[config.mk]
export PLATFORM = sky130hd
export DESIGN_NAME = osc_voice_scheduler
export DESIGN_NICKNAME = d
export VERILOG_FILES = /design/src/rtl/synth_pkg.sv /design/src/rtl/voice_regfile.sv /design/src/rtl/osc_voice_scheduler.sv
export SDC_FILE = /design/constraint.sdc
export NUM_CORES = 1
export LEC_CHECK = 0
export CORE_UTILIZATION = 45
export CTS_BUF_LIST = sky130_fd_sc_hd__clkbuf_16
export DETAILED_ROUTE_END_ITERATION = 10
export PLACE_DENSITY = 0.73
export SYNTH_ARGS = -nofsm -noshare
export SYNTH_HDL_FRONTEND = slang
export SYNTH_SLANG_ARGS = --single-unit
[constraint.sdc]
create_clock -name Sys_clk -period 5.7 [get_ports Sys_clk]
set_input_delay 0.57 -clock Sys_clk [delete_from_list [all_inputs] [get_ports Sys_clk]]
set_output_delay 0.57 -clock Sys_clk [all_outputs]
set_load 0.02 [all_outputs]
[src/rtl/synth_pkg.sv]
// Shared types and defaults for the oscillator voice scheduler.
package synth_pkg;

  localparam int DEF_NUM_VOICES = 4;
  localparam int DEF_SAMPLE_W   = 16;

  // Frame sequencer states.
  typedef enum logic [2:0] {
    ST_IDLE,
    ST_LOAD,
    ST_SCAN,
    ST_REQ,
    ST_ACC,
    ST_DONE
  } state_t;

  // Per-voice configuration as written by the host.
  typedef struct packed {
    logic [31:0] freq;
    logic        gate;
  } voice_cfg_t;

endpackage

[src/rtl/voice_regfile.sv]
// Voice configuration storage. The host writes the staging copy at any time.
// The sequencer snapshots staging into the shadow copy once per frame, so a
// frame always runs on a consistent configuration. note_on flags voices whose
// gate rises in that snapshot so their phase can be restarted.
import synth_pkg::*;

module voice_regfile #(
  parameter  int NUM_VOICES = DEF_NUM_VOICES,
  localparam int VW         = $clog2(NUM_VOICES)
) (
  input  logic                              clk,
  input  logic                              rst_n,
  input  logic                              cfg_we,
  input  logic [VW-1:0]                     cfg_voice,
  input  logic [31:0]                       cfg_freq,
  input  logic                              cfg_gate,
  input  logic                              load,
  output voice_cfg_t [NUM_VOICES-1:0]       shadow,
  output logic [NUM_VOICES-1:0]             note_on
);

  voice_cfg_t [NUM_VOICES-1:0] staging;

  // Host writes land in staging; the last write before a snapshot wins.
  always_ff @(posedge clk or negedge rst_n) begin
    if (!rst_n) begin
      staging <= '0;
    end else if (cfg_we) begin
      staging[cfg_voice] <= '{freq: cfg_freq, gate: cfg_gate};
    end
  end

  // Snapshot all voices at frame start.
  always_ff @(posedge clk or negedge rst_n) begin
    if (!rst_n) begin
      shadow <= '0;
    end else if (load) begin
      shadow <= staging;
    end
  end

  // Gate rising between the previous snapshot and the one being taken now.
  always_comb begin
    note_on = '0;
    for (int v = 0; v < NUM_VOICES; v++) begin
      note_on[v] = load & staging[v].gate & ~shadow[v].gate;
    end
  end

endmodule

[src/rtl/osc_voice_scheduler.sv]
// Time-multiplexes one sine lookup datapath across NUM_VOICES oscillators.
// Each Syn_tick starts a frame: snapshot the voice config, walk the slots,
// fetch one sample per gated voice, advance its phase and sum into Mix_out.
//
// Lookup handshake: Lut_req is high for the whole REQ state and Lut_phase is
// held constant while it is high. The datapath answers with a single-cycle
// Lut_ack, and Lut_data is taken in that same cycle; the request drops on the
// following cycle. Lut_ack outside a request is ignored and there is no
// timeout, so a datapath that never acknowledges stalls the frame.
import synth_pkg::*;

module osc_voice_scheduler #(
  parameter  int NUM_VOICES = DEF_NUM_VOICES,
  parameter  int SAMPLE_W   = DEF_SAMPLE_W,
  parameter  int MIX_W      = SAMPLE_W + $clog2(NUM_VOICES),
  localparam int VW         = $clog2(NUM_VOICES)
) (
  input  logic                Sys_clk,
  input  logic                Sys_rst_n,
  input  logic                Syn_tick,
  input  logic                Cfg_we,
  input  logic [VW-1:0]       Cfg_voice,
  input  logic [31:0]         Cfg_freq,
  input  logic                Cfg_gate,
  output logic                Lut_req,
  output logic [31:0]         Lut_phase,
  input  logic                Lut_ack,
  input  logic [SAMPLE_W-1:0] Lut_data,
  output logic [MIX_W-1:0]    Mix_out,
  output logic                Mix_valid,
  output logic                Busy,
  output logic                Overrun,
  output state_t              dbg_state
);

  state_t                      state;
  state_t                      next_state;
  logic [VW-1:0]               idx;
  logic                        is_last;
  logic [MIX_W-1:0]            acc;
  logic [MIX_W-1:0]            acc_sum;
  logic [SAMPLE_W-1:0]         lut_data_q;
  logic [31:0]                 phase [NUM_VOICES];
  logic [MIX_W-1:0]            mix_q;
  logic                        overrun_q;
  voice_cfg_t [NUM_VOICES-1:0] shadow;
  logic [NUM_VOICES-1:0]       note_on;
  logic                        load;

  assign load    = (state == ST_LOAD);
  assign is_last = (idx == VW'(NUM_VOICES - 1));
  // Sample is sign-extended; MIX_W leaves room for every voice at full scale.
  assign acc_sum = acc + {{(MIX_W - SAMPLE_W){lut_data_q[SAMPLE_W-1]}}, lut_data_q};

  voice_regfile #(
    .NUM_VOICES (NUM_VOICES)
  ) u_regfile (
    .clk       (Sys_clk),
    .rst_n     (Sys_rst_n),
    .cfg_we    (Cfg_we),
    .cfg_voice (Cfg_voice),
    .cfg_freq  (Cfg_freq),
    .cfg_gate  (Cfg_gate),
    .load      (load),
    .shadow    (shadow),
    .note_on   (note_on)
  );

  // State register.
  always_ff @(posedge Sys_clk or negedge Sys_rst_n) begin
    if (!Sys_rst_n) begin
      state <= ST_IDLE;
    end else begin
      state <= next_state;
    end
  end

  // Next-state logic for the frame walk.
  always_comb begin
    next_state = state;
    case (state)
      ST_IDLE: if (Syn_tick) next_state = ST_LOAD;
      ST_LOAD: next_state = ST_SCAN;
      ST_SCAN: begin
        if (shadow[idx].gate) next_state = ST_REQ;
        else if (is_last)     next_state = ST_DONE;
        else                  next_state = ST_SCAN;
      end
      ST_REQ:  if (Lut_ack) next_state = ST_ACC;
      ST_ACC:  next_state = is_last ? ST_DONE : ST_SCAN;
      ST_DONE: next_state = ST_IDLE;
      default: next_state = ST_IDLE;
    endcase
  end

  // Voice slot pointer: restarts at LOAD, steps after each slot is finished.
  always_ff @(posedge Sys_clk or negedge Sys_rst_n) begin
    if (!Sys_rst_n) begin
      idx <= '0;
    end else if (state == ST_LOAD) begin
      idx <= '0;
    end else if ((state == ST_SCAN && !shadow[idx].gate && !is_last) ||
                 (state == ST_ACC && !is_last)) begin
      idx <= idx + 1'b1;
    end
  end

  // Sample capture on ack and running accumulation of the frame mix.
  always_ff @(posedge Sys_clk or negedge Sys_rst_n) begin
    if (!Sys_rst_n) begin
      lut_data_q <= '0;
      acc        <= '0;
    end else begin
      if (state == ST_REQ && Lut_ack) lut_data_q <= Lut_data;
      if (state == ST_LOAD)           acc <= '0;
      else if (state == ST_ACC)       acc <= acc_sum;
    end
  end

  // Mix output is loaded on the way into DONE so it is valid alongside Mix_valid.
  always_ff @(posedge Sys_clk or negedge Sys_rst_n) begin
    if (!Sys_rst_n) begin
      mix_q <= '0;
    end else if (next_state == ST_DONE) begin
      mix_q <= (state == ST_ACC) ? acc_sum : acc;
    end
  end

  // Phase accumulators: restart on note-on, advance after each fetch (wraps mod 2^32).
  always_ff @(posedge Sys_clk or negedge Sys_rst_n) begin
    if (!Sys_rst_n) begin
      for (int v = 0; v < NUM_VOICES; v++) phase[v] <= '0;
    end else if (state == ST_LOAD) begin
      for (int v = 0; v < NUM_VOICES; v++) begin
        if (note_on[v]) phase[v] <= '0;
      end
    end else if (state == ST_ACC) begin
      phase[idx] <= phase[idx] + shadow[idx].freq;
    end
  end

  // A tick that arrives mid-frame is dropped and flagged one cycle later.
  always_ff @(posedge Sys_clk or negedge Sys_rst_n) begin
    if (!Sys_rst_n) begin
      overrun_q <= 1'b0;
    end else begin
      overrun_q <= Syn_tick && (state != ST_IDLE);
    end
  end

  assign Lut_req   = (state == ST_REQ);
  assign Lut_phase = Lut_req ? phase[idx] : 32'd0;
  assign Mix_out   = mix_q;
  assign Mix_valid = (state == ST_DONE);
  assign Busy      = (state != ST_IDLE);
  assign Overrun   = overrun_q;
  assign dbg_state = state;

endmodule

# Yosys cells after proc, flatten, opt, wreduce, memory -nomap -nowiden
# Cells that the tools add are included.
# word_totals
mem_count	0
elab_cells	103
out_inout_bits	57
latchBits	0
ram_bits	0
inputBits	56
register_bits	450
rom_bits	0
# op_classes
reduce_logical	18
shift	0
order_cmp	5
addsub	3
div_mod_pow	0
multipliers	0
n_mux	27
bitwise	13
n_eq_ne	11
# ops
operator	count
$mux 128	2
$mux 32	8
$bwmux 132	1
$bwmux 128	1
$bmux 33 s2	1
$demux 33 s2	1
$mux 33	2
$bmux 32 s2	1
$demux 32 s2	1
$mux 18	2
$add 32x32->32	1
$add 18x18->18	1
$pmux 3 s5	1
$mux 3	4
$eq 3x3->1 const B	3
$and 1x1->1	8
$ne 2x2->1 const B	4
$reduce_and 2->1	4
$logic_and 1x1->1	7
$eq 3x2->1 const B	2
$lt 2x3->1 const B	2
$mux 2	2
$not 1->1	4
$reduce_bool 2->1	2
11 further kinds	12

# Longest topological paths before layout
# Gate-level depths: netlist (run 1).
# logic_depth
ltp_word	8
mapped_depth	14
ltp_nobuf	12

# Cells and area by module
# A second synthesis (run 1) with hierarchy kept.
# unflattened
cells_unflattened	1678
hier_area_um2	21538.2
# by_module_without_submodules
mod	seq_area_each_um2	area_each_um2	cells_each	n_inst
osc_voice_scheduler	4654.5	11688.7	1107	1
voice_regfile	6606.3	9849.4	571	1

# Worst setup path before layout (run 1)
# No wires, ideal clock.
# synth_path
path_kind	reg-to-reg
from	register idx[0]
to	register phase[51] (netlist bit)
setup_ps	128
setup_slack_ps	1407
required_ps	5572
path_stages_with_launch	14
n_path_buf	3
period_less_slack_ps	4293
arrival_ps	4164
cell_sequence	dfrtp_1 > buf_2 > buf_1 > buf_2 > mux4_2 > ha_1 > o211ai_1 > o211ai_2 > a41oi_1 > nand2b_1 > a2111o_1 > mux2_4 > a211oi_4 > o21ai_1
# synth_via
elab_chain_len	8
elab_cells_between_ends	15
cone_classes	add/sub (1); order compare (2); mux (10); bitwise (1); reduce/logical (1)
# synth_rtl
element	line	source
start: declaration	osc_voice_scheduler.sv:38	logic [VW-1:0] idx;
start signal: assignment	osc_voice_scheduler.sv:104	idx <= idx + 1'b1;
$not 2->3 (not written as such)	osc_voice_scheduler.sv:138	phase[idx] <= phase[idx] + shadow[idx].freq;
$bmux 32 s2 (tied with other cells)	osc_voice_scheduler.sv:138	
$mux 32 (not written as such) or $logic_and 1x1->1 (tied branches)	osc_voice_scheduler.sv:138	
$mux 32 (not written as such)	osc_voice_scheduler.sv:138	
$add 32x32->32 or $demux 32 s2 (tied branches)	osc_voice_scheduler.sv:138	
$bwmux 128 *	osc_voice_scheduler.sv:138	
$mux 128 *	osc_voice_scheduler.sv:137	end else if (state == ST_ACC) begin
$mux 128 *	osc_voice_scheduler.sv:133	end else if (state == ST_LOAD) begin
end signal: indexed assignment	osc_voice_scheduler.sv:138	
end: declaration	osc_voice_scheduler.sv:43	logic [31:0] phase [NUM_VOICES];
# Mark *: on every way between the ends. The rest lies on a longest branch, timed or not. The select of a mux whose other input is x is not followed.
# A chain may end at the register's enable or synchronous reset.

# Worst setup path in the final report (run 1)
# layout_path
from	register idx[0]
to	register phase[93] (netlist bit)
# The elaborated chain is that of the path after synthesis.

==> flow_metrics.env, run 1 <==
export IMPL_status="finished clean"
export IMPL_num_vias=13700
export IMPL_synth_adder_area_share_pct=3.28
export IMPL_synthDistinctLibCells=65
export IMPL_syn_nets=1701
export IMPL_finClkSkew_ps=13.1
export IMPL_grt_pass1_wl_mm=80.2
export IMPL_track_usage_pct=21.5
export IMPL_total_leakage_power_nw=10.8
export IMPL_power_mw=13.8
export IMPL_die_y_um=218
export IMPL_synth_compound_area_share_pct=10.2
export IMPL_portBuffers=112
export IMPL_synth_simple_area_share_pct=6.54
export IMPL_drt_iter0_drc=1038
export IMPL_synth_mux_area_share_pct=22.7
export IMPL_report_final_slew_viol_count=0
export IMPL_startpoint_type="register"
export IMPL_setup_tns_ps=0
export IMPL_cap_violations=0
export IMPL_cts_tree="done"
export IMPL_hp_class="primary input to asynchronous set/reset pin"
export IMPL_postSynthCellCount=1591
export IMPL_antenna_found_initial=1
export IMPL_cpLargestDelayFamily="compound AO/OA/AOI/OAI gates"
export IMPL_cts_hold_buf=0
export IMPL_synth_largest_area_cell="dfrtp_1"
export IMPL_avgSynthCellArea_um2=13.2
export IMPL_setup_viol=0
export IMPL_core_region_area_um2=45800
export IMPL_num_fill_cells=3679
export IMPL_diodes=0
export IMPL_rsz0062_at_grt="no"
export IMPL_synth_edf_count=0
export IMPL_hpwl_mm=32.2
export IMPL_critPathCaptureType="register"
export IMPL_grt_max_degree=154
export IMPL_die_w_um=218
export IMPL_synthFlopType="dfrtp_1"
export IMPL_cpMaxStageDelayCell="dfrtp_4"
export IMPL_cp_max_fo=27
export IMPL_fmax_mhz=235
export IMPL_cts_htree_levels=2
export IMPL_nets=1785
export IMPL_gp_congestion=0.939
export IMPL_area_growth_pct=15.5
export IMPL_r2r_start="idx[0]"
export IMPL_dr_pass1_iters=7
export IMPL_fin_crit_ps=4250
export IMPL_vdd_drop_max_v=0.000289
export IMPL_cpPeakStageDelay_ps=830
export IMPL_path_clk_slew_ps=60
export IMPL_initial_utilization_pct=45.9
export IMPL_grt_pass1_vias=14191
export IMPL_yosysWarnings=0
export IMPL_synthXorXnorAreaFrac_pct=1.58
export IMPL_yosysSeqAreaShare_pct=53.5
export IMPL_clk_latency_ps=590
export IMPL_numCtsBuffers=47
export IMPL_worstMarginPinSlew_ps=1090
export IMPL_r2r_setup_slack_ps=1450
export IMPL_io_pins=113
export IMPL_mappedNetlistArea_um2=21000
export IMPL_layout_drive_gt1_share_pct=26.7
export IMPL_cp_arrival_ps=4710
export IMPL_ys_seq_elements=450
export IMPL_path_class="register to register"
export IMPL_drc_errors=0
export IMPL_synthArstFlopShare_pct=100
export IMPL_fp_dieArea_um2=47600
export IMPL_synth_top_family_by_area="multiplexers"
export IMPL_cts_root_buf="clkbuf_16"
export IMPL_cts_resized=0
export IMPL_crit_start="idx[0]"
export IMPL_detail_route_antenna_nets=0
export IMPL_cpMostUsedCell="and3_1"
export IMPL_max_slew_margin_pct=27.2
export IMPL_cp_data_required_time_ps=6160
export IMPL_synth_area_leaders="dfrtp_1 54%, mux2_2 15%, mux4_2 7.0%"
export IMPL_power_density_nw_per_um2=566
export IMPL_critPathBufInv=1
export IMPL_cts_sinks=450
export IMPL_finalHoldViolCount=0
export IMPL_netlist_area_leader_share_pct=53.5
export IMPL_clock_path_buffers=3
export IMPL_viasPerCell=5.92
export IMPL_wire_per_inst_um=21.7
export IMPL_rows=78
export IMPL_routed_wl_mm=50.1
export IMPL_cts_setup_buffers=0
export IMPL_grt_overflow=0
export IMPL_crit_chain="buf_12, mux4_2, ha_1, and3_1, and3_1, nand4_2, a2111oi_4, nor2_1, o311ai_2, xnor2_1, o21ai_1"
export IMPL_period_share_pct=74.6
==> final timing paths <==
check	endpoint	cells past startpoint
setup reg to reg	phase[93]	11
hold / removal	u_regfile.staging[80]	1
min in group Sys_clk	Mix_out[13]	2
setup / recovery	phase[93]	11
max in group asynchronous	idx[0]	2
hold reg to reg	Mix_out[13]	2
==> cells in the mapped netlist, types with 10 or more instances <==
cell      number
nor2_1        52
o21a_1        10
nand2_1       98
a22o_1        96
clkbuf_1      78
xnor2_1       22
nor3_1        10
xor2_1        16
nand3_1       10
a21o_1        20
and3_1        40
a21oi_1       50
mux4_2        65
o21ai_1       15
dfrtp_1      450
inv_1         20
nand2b_1      10
mux2i_1       10
buf_2         16
o21ai_0       48
ha_1          52
nand4_1       12
nor2b_1       11
mux2_2       284
==> worst reg2reg max path, stage by stage, from the launching register on <==
cell	delay, ps
dfrtp_4	830
buf_12	340
mux4_2	570
ha_1	400
and3_1	210
and3_1	220
nand4_2	160
a2111oi_4	500
nor2_1	190
o311ai_2	310
xnor2_1	260
o21ai_1	130
==> power breakdown <==
part / switching [mW] / internal (mW)
clock: 1.28 / 1.74
sequential: 0.672 / 4.25
combinational: 3.16 / 2.67
total: 5.11 / 8.65
==> cells by family (layout without fill, tap and decap cells) <==
group | after synthesis | after routing
flops | 450 | 450
buf+inv | 115 | 237
simple gates | 278 | 278
mux | 360 | 360
compound gates | 296 | 296
fa+ha+maj | 54 | 54
xor+xnor | 38 | 38
==> cell usage in the layout (no fill, tap or decap), types with 10 or more instances in the layout <==
cell / netlist / layout
a21o_1: 20 / 20
a21oi_1: 50 / 50
a22o_1: 96 / 96
and3_1: 40 / 40
buf_4: 0 / 12
clkbuf_16: 0 / 47
clkdlybuf4s50_1: 0 / 111
clkinv_1: 0 / 10
dfrtp_1: 450 / 448
ha_1: 52 / 52
inv_1: 20 / 32
mux2_2: 284 / 284
mux2i_1: 10 / 10
mux4_2: 65 / 65
nand2_1: 98 / 98
nand2b_1: 10 / 10
nand4_1: 12 / 12
nor2_1: 52 / 51
nor3_1: 10 / 10
o21a_1: 10 / 10
o21ai_0: 48 / 48
o21ai_1: 15 / 15
xnor2_1: 22 / 22
xor2_1: 16 / 16
==> layout make-up <==
| cell class | instances | area (µm²) | area share, % |
|---|---|---|---|
| flip-flops and latches | 450 | 11300 | 46.4 |
| well taps | 600 | 751 | 3.09 |
| repair buffers | 130 | 1340 | 5.50 |
| clock buffers | 47 | 1180 | 4.84 |
| inverters | 20 | 75.1 | 0.309 |
| multi-input cells | 1026 | 9350 | 38.5 |
| clock inverters | 40 | 344 | 1.42 |
==> state kept, by name, indices dropped and copies added (netlist names) <==
| signal | cells |
|---|---|
| u_regfile.staging | 132 |
| phase | 128 |
| dbg_state | 3 |
| acc | 18 |
| lut_data_q | 16 |
| Overrun | 1 |
| idx | 2 |
| u_regfile.shadow | 132 |
| Mix_out | 18 |
==> per-stage QoR <==
step | cell area, µm² | cells | hold slack, ps | utilization, % | setup WS (ps)
floorplan | 21000 | 1591 | 274 | - | 1410
global placement | 22800 | 2226 | 458 | 49.8 | 1590
detailed placement | 22800 | 2226 | 470 | 49.8 | 1500
CTS | 24300 | 2313 | 73.1 | 53.1 | 1450
global route | 24300 | 2313 | 114 | 53.1 | 1190
finish | 24300 | 2313 | 50.0 | 53.1 | 1450
==> layer usage <==
metal / track usage (%) / up-vias / part of all wire (%)
li1: - / 6058 / -
met1: 29.9 / 7173 / 45
met2: 34.0 / 386 / 47
met3: 4.08 / 81 / 5.8
met4: 7.04 / 2 / 2.4
met5: 0 / - / 0.034
Note: power is estimated with default switching activity, not from simulation.
==> run 2: changes to the inputs <==
- PLACE_DENSITY: 0.73 -> 0.75
- clock period: 5.7 -> 3.9 ns (I/O delays scaled with it)
==> run 2 against run 1 <==
  * Combinational power rose by 52%
  * First-iteration DRC count fell by 6.0%
  * Register-to-register slack got worse by 1300 ps
  * Final area rose by 0.68%
  * Clock skew rose by 17 ps
  * Largest cell class unchanged
  * Critical endpoint is now phase[83]
==> flow_metrics.env, run 2 (synthesis gave the netlist of run 1 again) <==
export IMPL_fin_crit_ps=3740
export IMPL_drc_errors=0
export IMPL_clk_latency_ps=590
export IMPL_cp_arrival_ps=4190
export IMPL_drt_iter0_drc=976
export IMPL_cp_max_fo=24
export IMPL_hp_class="primary input to register"
export IMPL_period_share_pct=95.9
export IMPL_num_fill_cells=3707
export IMPL_layout_common_cells="448 x dfrtp_1, 284 x mux2_2, 111 x clkdlybuf4s50_1"
export IMPL_dr_pass1_iters=5
export IMPL_nets=1803
export IMPL_cts_tree="done"
export IMPL_antenna_found_initial=1
export IMPL_clock_path_buffers=3
export IMPL_r2r_start="idx[0]"
export IMPL_cp_data_required_time_ps=4350
export IMPL_dpl_cell_area_um2=23000
export IMPL_vdd_drop_max_v=0.000386
export IMPL_fmax_mhz=267
export IMPL_die_w_um=218
export IMPL_routed_wl_mm=50.0
export IMPL_setup_viol=0
export IMPL_core_region_area_um2=45800
export IMPL_cts_root_buf="clkbuf_16"
export IMPL_hpwl_mm=33.2
export IMPL_die_y_um=218
export IMPL_status="finished clean"
export IMPL_crit_path_end="phase[83]"
export IMPL_wire_per_inst_um=21.5
export IMPL_report_final_slew_viol_count=0
export IMPL_grt_pass1_vias=14302
export IMPL_portBuffers=112
export IMPL_cts_setup_buffers=0
export IMPL_track_usage_pct=21.6
export IMPL_grt_pass1_wl_mm=80.3
export IMPL_multi_input_area_um2=9390
export IMPL_startpoint_type="register"
export IMPL_initial_utilization_pct=45.9
export IMPL_num_vias=13701
export IMPL_numCtsBuffers=46
export IMPL_io_pins=113
export IMPL_total_leakage_power_nw=10.9
export IMPL_gp_congestion=0.983
export IMPL_cap_violations=0
export IMPL_fin_cells=2329
export IMPL_detail_route_antenna_nets=0
export IMPL_max_slew_margin_pct=34.3
export IMPL_r2r_cells=11
export IMPL_diodes=0
export IMPL_power_density_nw_per_um2=824
export IMPL_rows=78
export IMPL_rsz0062_at_grt="no"
export IMPL_fp_dieArea_um2=47600
export IMPL_grt_max_degree=121
export IMPL_path_clk_slew_ps=60
export IMPL_worstReg2RegEnd="phase[83]"
export IMPL_finalHoldViolCount=0
export IMPL_finClkSkew_ps=30.2
export IMPL_critPathCaptureType="register"
export IMPL_viasPerCell=5.88
export IMPL_setup_tns_ps=0
export IMPL_min_from="Lut_data[4]"
export IMPL_grt_overflow=0
export IMPL_top_regs="u_regfile.shadow x132, u_regfile.staging x132, phase x128"
export IMPL_layout_commonest_cell="dfrtp_1"
export IMPL_crit_start="idx[0]"
export IMPL_area_growth_pct=16.3
export IMPL_seq_area_um2=11300
export IMPL_final_area_um2=24500
export IMPL_worstMarginPinSlew_ps=985
export IMPL_dp_cells=2244
export IMPL_cts_htree_levels=2
export IMPL_layout_drive_gt1_share_pct=27.8
export IMPL_path_class="register to register"
export IMPL_r2r_setup_slack_ps=160
export IMPL_cts_sinks=450
run 2: cell types whose count changed in the layout (fill, tap and decap cells not counted), moves of 2 or more:
cell       before  now
ha_2            0    3
buf_4          12   24
clkinv_1       10    8
ha_1           52   49
clkinv_8        2    0
buf_12          6   11
bufinv_16       5    3
clkinv_2        7    9
run 2: critical path, cell delays in order (launching register included):
cell      delay [ps]
dfrtp_4          490
buf_12           250
mux4_2           600
ha_1             370
o211ai_1         130
o211ai_2         230
a41oi_1          180
nand2b_1         220
a2111o_1         450
mux2_4           340
a211oi_4         260
o21ai_1          110
run 2: per-stage QoR:
step / worst slack (ps) / total power [mW] / utilization [%] / hold WS [ps]
detailed placement: 143 / 15.8 / 50.2 / 470
global placement: 199 / 15.5 / 50.2 / 460
floorplan: 6.44 / 13.2 / - / 94.4
finish: 161 / 20.2 / 53.4 / 426
global route: 0.345 / 21.3 / 53.4 / 427
CTS: 131 / 20.1 / 53.3 / 405
run 2: worst min path at each step:
stage / endpoint / slack (ps) / cells past startpoint
finish: lut_data_q[4] / 430 / 2
global placement: phase[88] / 460 / 2
CTS: lut_data_q[4] / 400 / 2
global route: lut_data_q[11] / 430 / 2
detailed placement: Mix_out[7] / 470 / 2
floorplan: Mix_out[0] / 90 / 0
run 2: final cells by class:
cell class	instances	share of cell area, %
Sequential cell	450	46.1
Multi-Input combinational cell	1026	38.4
Timing Repair Buffer	149	6.39
Clock buffer	47	4.81
Tap cell	600	3.07
Clock inverter	37	1.01
Inverter	20	0.307
run 2: where the power goes:
group	leakage, nW	internal [mW]	switching, mW	total, mW
clock	0.748	2.38	1.82	4.19
combinational	4.46	4.06	4.78	8.84
sequential	5.67	6.21	0.906	7.12
run 2: what timing repair did:
item / in CTS / in global routing
endpoints found under the hold margin: 112 / 0
hold buffers: 1 / 0
setup endpoints to repair: 0 / 15
resized for setup: 0 / 9
run 2: metal layers:
layer / routed length (µm) / vias to the layer above / share of wire [%] / track usage, %
met5: 0 / - / 0 / 0
met4: 1270 / 0 / 2.5 / 7.32
met3: 2800 / 82 / 5.6 / 3.35
met2: 23500 / 414 / 47 / 34.3
met1: 22400 / 7102 / 45 / 30.3
li1: - / 6103 / - / -
==> run 3: changes to the inputs <==
--- a/config.mk
+++ b/config.mk
@@ -11,2 +11,4 @@
 export PLACE_DENSITY = 0.75
+export REMOVE_ABC_BUFFERS = 1
+export SETUP_SLACK_MARGIN = 0.02
 export SYNTH_ARGS = -nofsm -noshare
==> constraint.sdc (replaced) <==
create_clock -name Sys_clk -period 3.9 [get_ports Sys_clk]
set_input_delay 0.78 -clock Sys_clk [delete_from_list [all_inputs] [get_ports Sys_clk]]
set_output_delay 0.78 -clock Sys_clk [all_outputs]
set_load 0.02 [all_outputs]
==> run 3 against run 2 <==
  * Sequential share of layout area fell by 0.23 points
  * Utilization rose by 0.27 points
  * Worst setup slack improved by 46 ps
  * Die area did not move
==> flow_metrics.env, run 3 (synthesis gave the netlist of run 1 again) <==
export IMPL_top_regs="u_regfile.shadow x132, u_regfile.staging x132, phase x128"
export IMPL_die_y_um=218
export IMPL_rsz0062_at_grt="no"
export IMPL_fin_cells=2337
export IMPL_fp_dieArea_um2=47600
export IMPL_finalHoldViolCount=0
export IMPL_worstMarginPinSlew_ps=1010
export IMPL_portBuffers=112
export IMPL_fin_util_pct=53.7
export IMPL_fin_crit_ps=3690
export IMPL_status="finished clean"
export IMPL_wire_per_inst_um=21.5
export IMPL_crit_path_end="Lut_phase[31]"
export IMPL_dr_pass1_iters=5
export IMPL_cts_htree_levels=2
export IMPL_viasPerCell=5.93
export IMPL_cp_max_fo=17
export IMPL_setup_viol=0
export IMPL_track_usage_pct=21.5
export IMPL_cts_hold_buf=0
export IMPL_layout_drive_gt1_share_pct=27.8
export IMPL_cp_data_required_time_ps=3120
export IMPL_grt_max_degree=113
export IMPL_max_slew_margin_pct=32.1
export IMPL_grt_pass1_wl_mm=79.8
export IMPL_r2r_setup_slack_ps=210
export IMPL_r2r_start="idx[0]"
export IMPL_startpoint_type="register"
export IMPL_cap_violations=0
export IMPL_antenna_found_initial=0
export IMPL_clk_latency_ps=590
export IMPL_fmax_mhz=271
export IMPL_grt_pass1_vias=14419
export IMPL_dpl_cell_area_um2=22900
export IMPL_r2r_cells=11
export IMPL_cts_sinks=450
export IMPL_numCtsBuffers=49
export IMPL_worstReg2RegEnd="phase[51]"
export IMPL_worst_slack_ps=207
export IMPL_num_vias=13850
export IMPL_hp_class="primary input to asynchronous set/reset pin"
export IMPL_clock_path_buffers=3
export IMPL_path_class="register to output port"
export IMPL_power_density_nw_per_um2=823
export IMPL_period_share_pct=94.7
export IMPL_die_w_um=218
export IMPL_initial_utilization_pct=45.9
export IMPL_cts_root_buf="clkbuf_16"
export IMPL_nets=1809
export IMPL_total_leakage_power_nw=10.9
export IMPL_final_area_um2=24600
export IMPL_num_fill_cells=3758
export IMPL_crit_start="idx[0]"
export IMPL_hold_slack_ps=278
export IMPL_dpl_worst_slack_ps=151
export IMPL_drt_iter0_drc=922
export IMPL_area_growth_pct=16.9
export IMPL_grt_overflow=0
export IMPL_rows=78
export IMPL_report_final_slew_viol_count=0
export IMPL_cp_arrival_ps=2910
export IMPL_critPathCaptureType="output port"
export IMPL_core_region_area_um2=45800
export IMPL_io_pins=113
export IMPL_routed_wl_mm=50.2
export IMPL_layout_commonest_cell="dfrtp_1"
export IMPL_layout_common_cells="448 x dfrtp_1, 284 x mux2_2, 111 x clkdlybuf4s50_1"
export IMPL_path_clk_slew_ps=60
export IMPL_drc_errors=0
export IMPL_hpwl_mm=31.9
export IMPL_diodes=0
export IMPL_gp_congestion=0.863
export IMPL_cts_tree="done"
export IMPL_dp_cells=2242
export IMPL_vdd_drop_max_v=0.000512
export IMPL_detail_route_antenna_nets=0
export IMPL_finClkSkew_ps=19.6
==> run 3: changes by cell type in the layout (fill, tap and decap cells not counted), moves of 2 or more <==
cell	before	now
clkinv_2	9	5
clkinv_4	0	3
a21oi_1	50	48
clkbuf_16	47	52
clkinv_1	8	13
inv_1	33	31
ha_2	3	0
buf_4	24	27
ha_1	49	52
a21oi_2	0	2
==> run 3: timing repair <==
action                     in CTS  in global routing
setup buffers                   0                  5
resized for setup               0                  8
setup endpoints to repair       0                 32
hold endpoints to repair        0                  0
==> run 3: final cells by class <==
cell class              instances  area, µm²  area share [%]
inverters                      20       75.1           0.305
multi-input cells            1026       9370            38.1
well taps                     600        751            3.05
clock buffers                  51       1280            5.19
flip-flops and latches        450      11300            45.8
clock inverters                38        255            1.04
repair buffers                152       1590            6.48
==> run 3: through the flow <==
step,power [mW],TNS [ps]
4_1_cts,20.1,0
5_1_grt,21.4,0
2_1_floorplan,13.4,-926740
3_3_place_gp,15.2,0
6_report,20.2,0
3_5_place_dp,15.6,0
==> run 3: critical path, cell delays in order, from the launching register on <==
cell and delay, ps:
dfrtp_4 490, buf_4 200, buf_6 260, mux4_2 570, and3_1 200, clkdlybuf4s50_1 600
==> run 3: worst min-delay path by stage <==
| stage | start | to | slack, ps |
|---|---|---|---|
| after global placement | phase[24] | phase[24] | 460 |
| after CTS | Sys_rst_n | phase[95] | 330 |
| after global routing | Sys_rst_n | u_regfile.shadow[5] | 340 |
| after detailed placement | phase[24] | phase[24] | 470 |
| final | Sys_rst_n | u_regfile.shadow[5] | 280 |
| after floorplan | phase[33] | phase[33] | 440 |
==> run 3: routing by layer <==
| layer | part of all wire (%) | wire [µm] | track usage [%] |
|---|---|---|---|
| met1 | 43 | 21800 | 29.1 |
| met2 | 48 | 24000 | 34.8 |
| met3 | 6.0 | 3010 | 3.86 |
| met4 | 2.9 | 1440 | 7.51 |
| met5 | 0 | 0 | 0 |
==> run 3: power breakdown <==
part	total, mW	switching, mW	internal (mW)
Combinational	8.71	4.64	4.07
Sequential	7.10	0.888	6.21
Clock	4.42	1.87	2.55
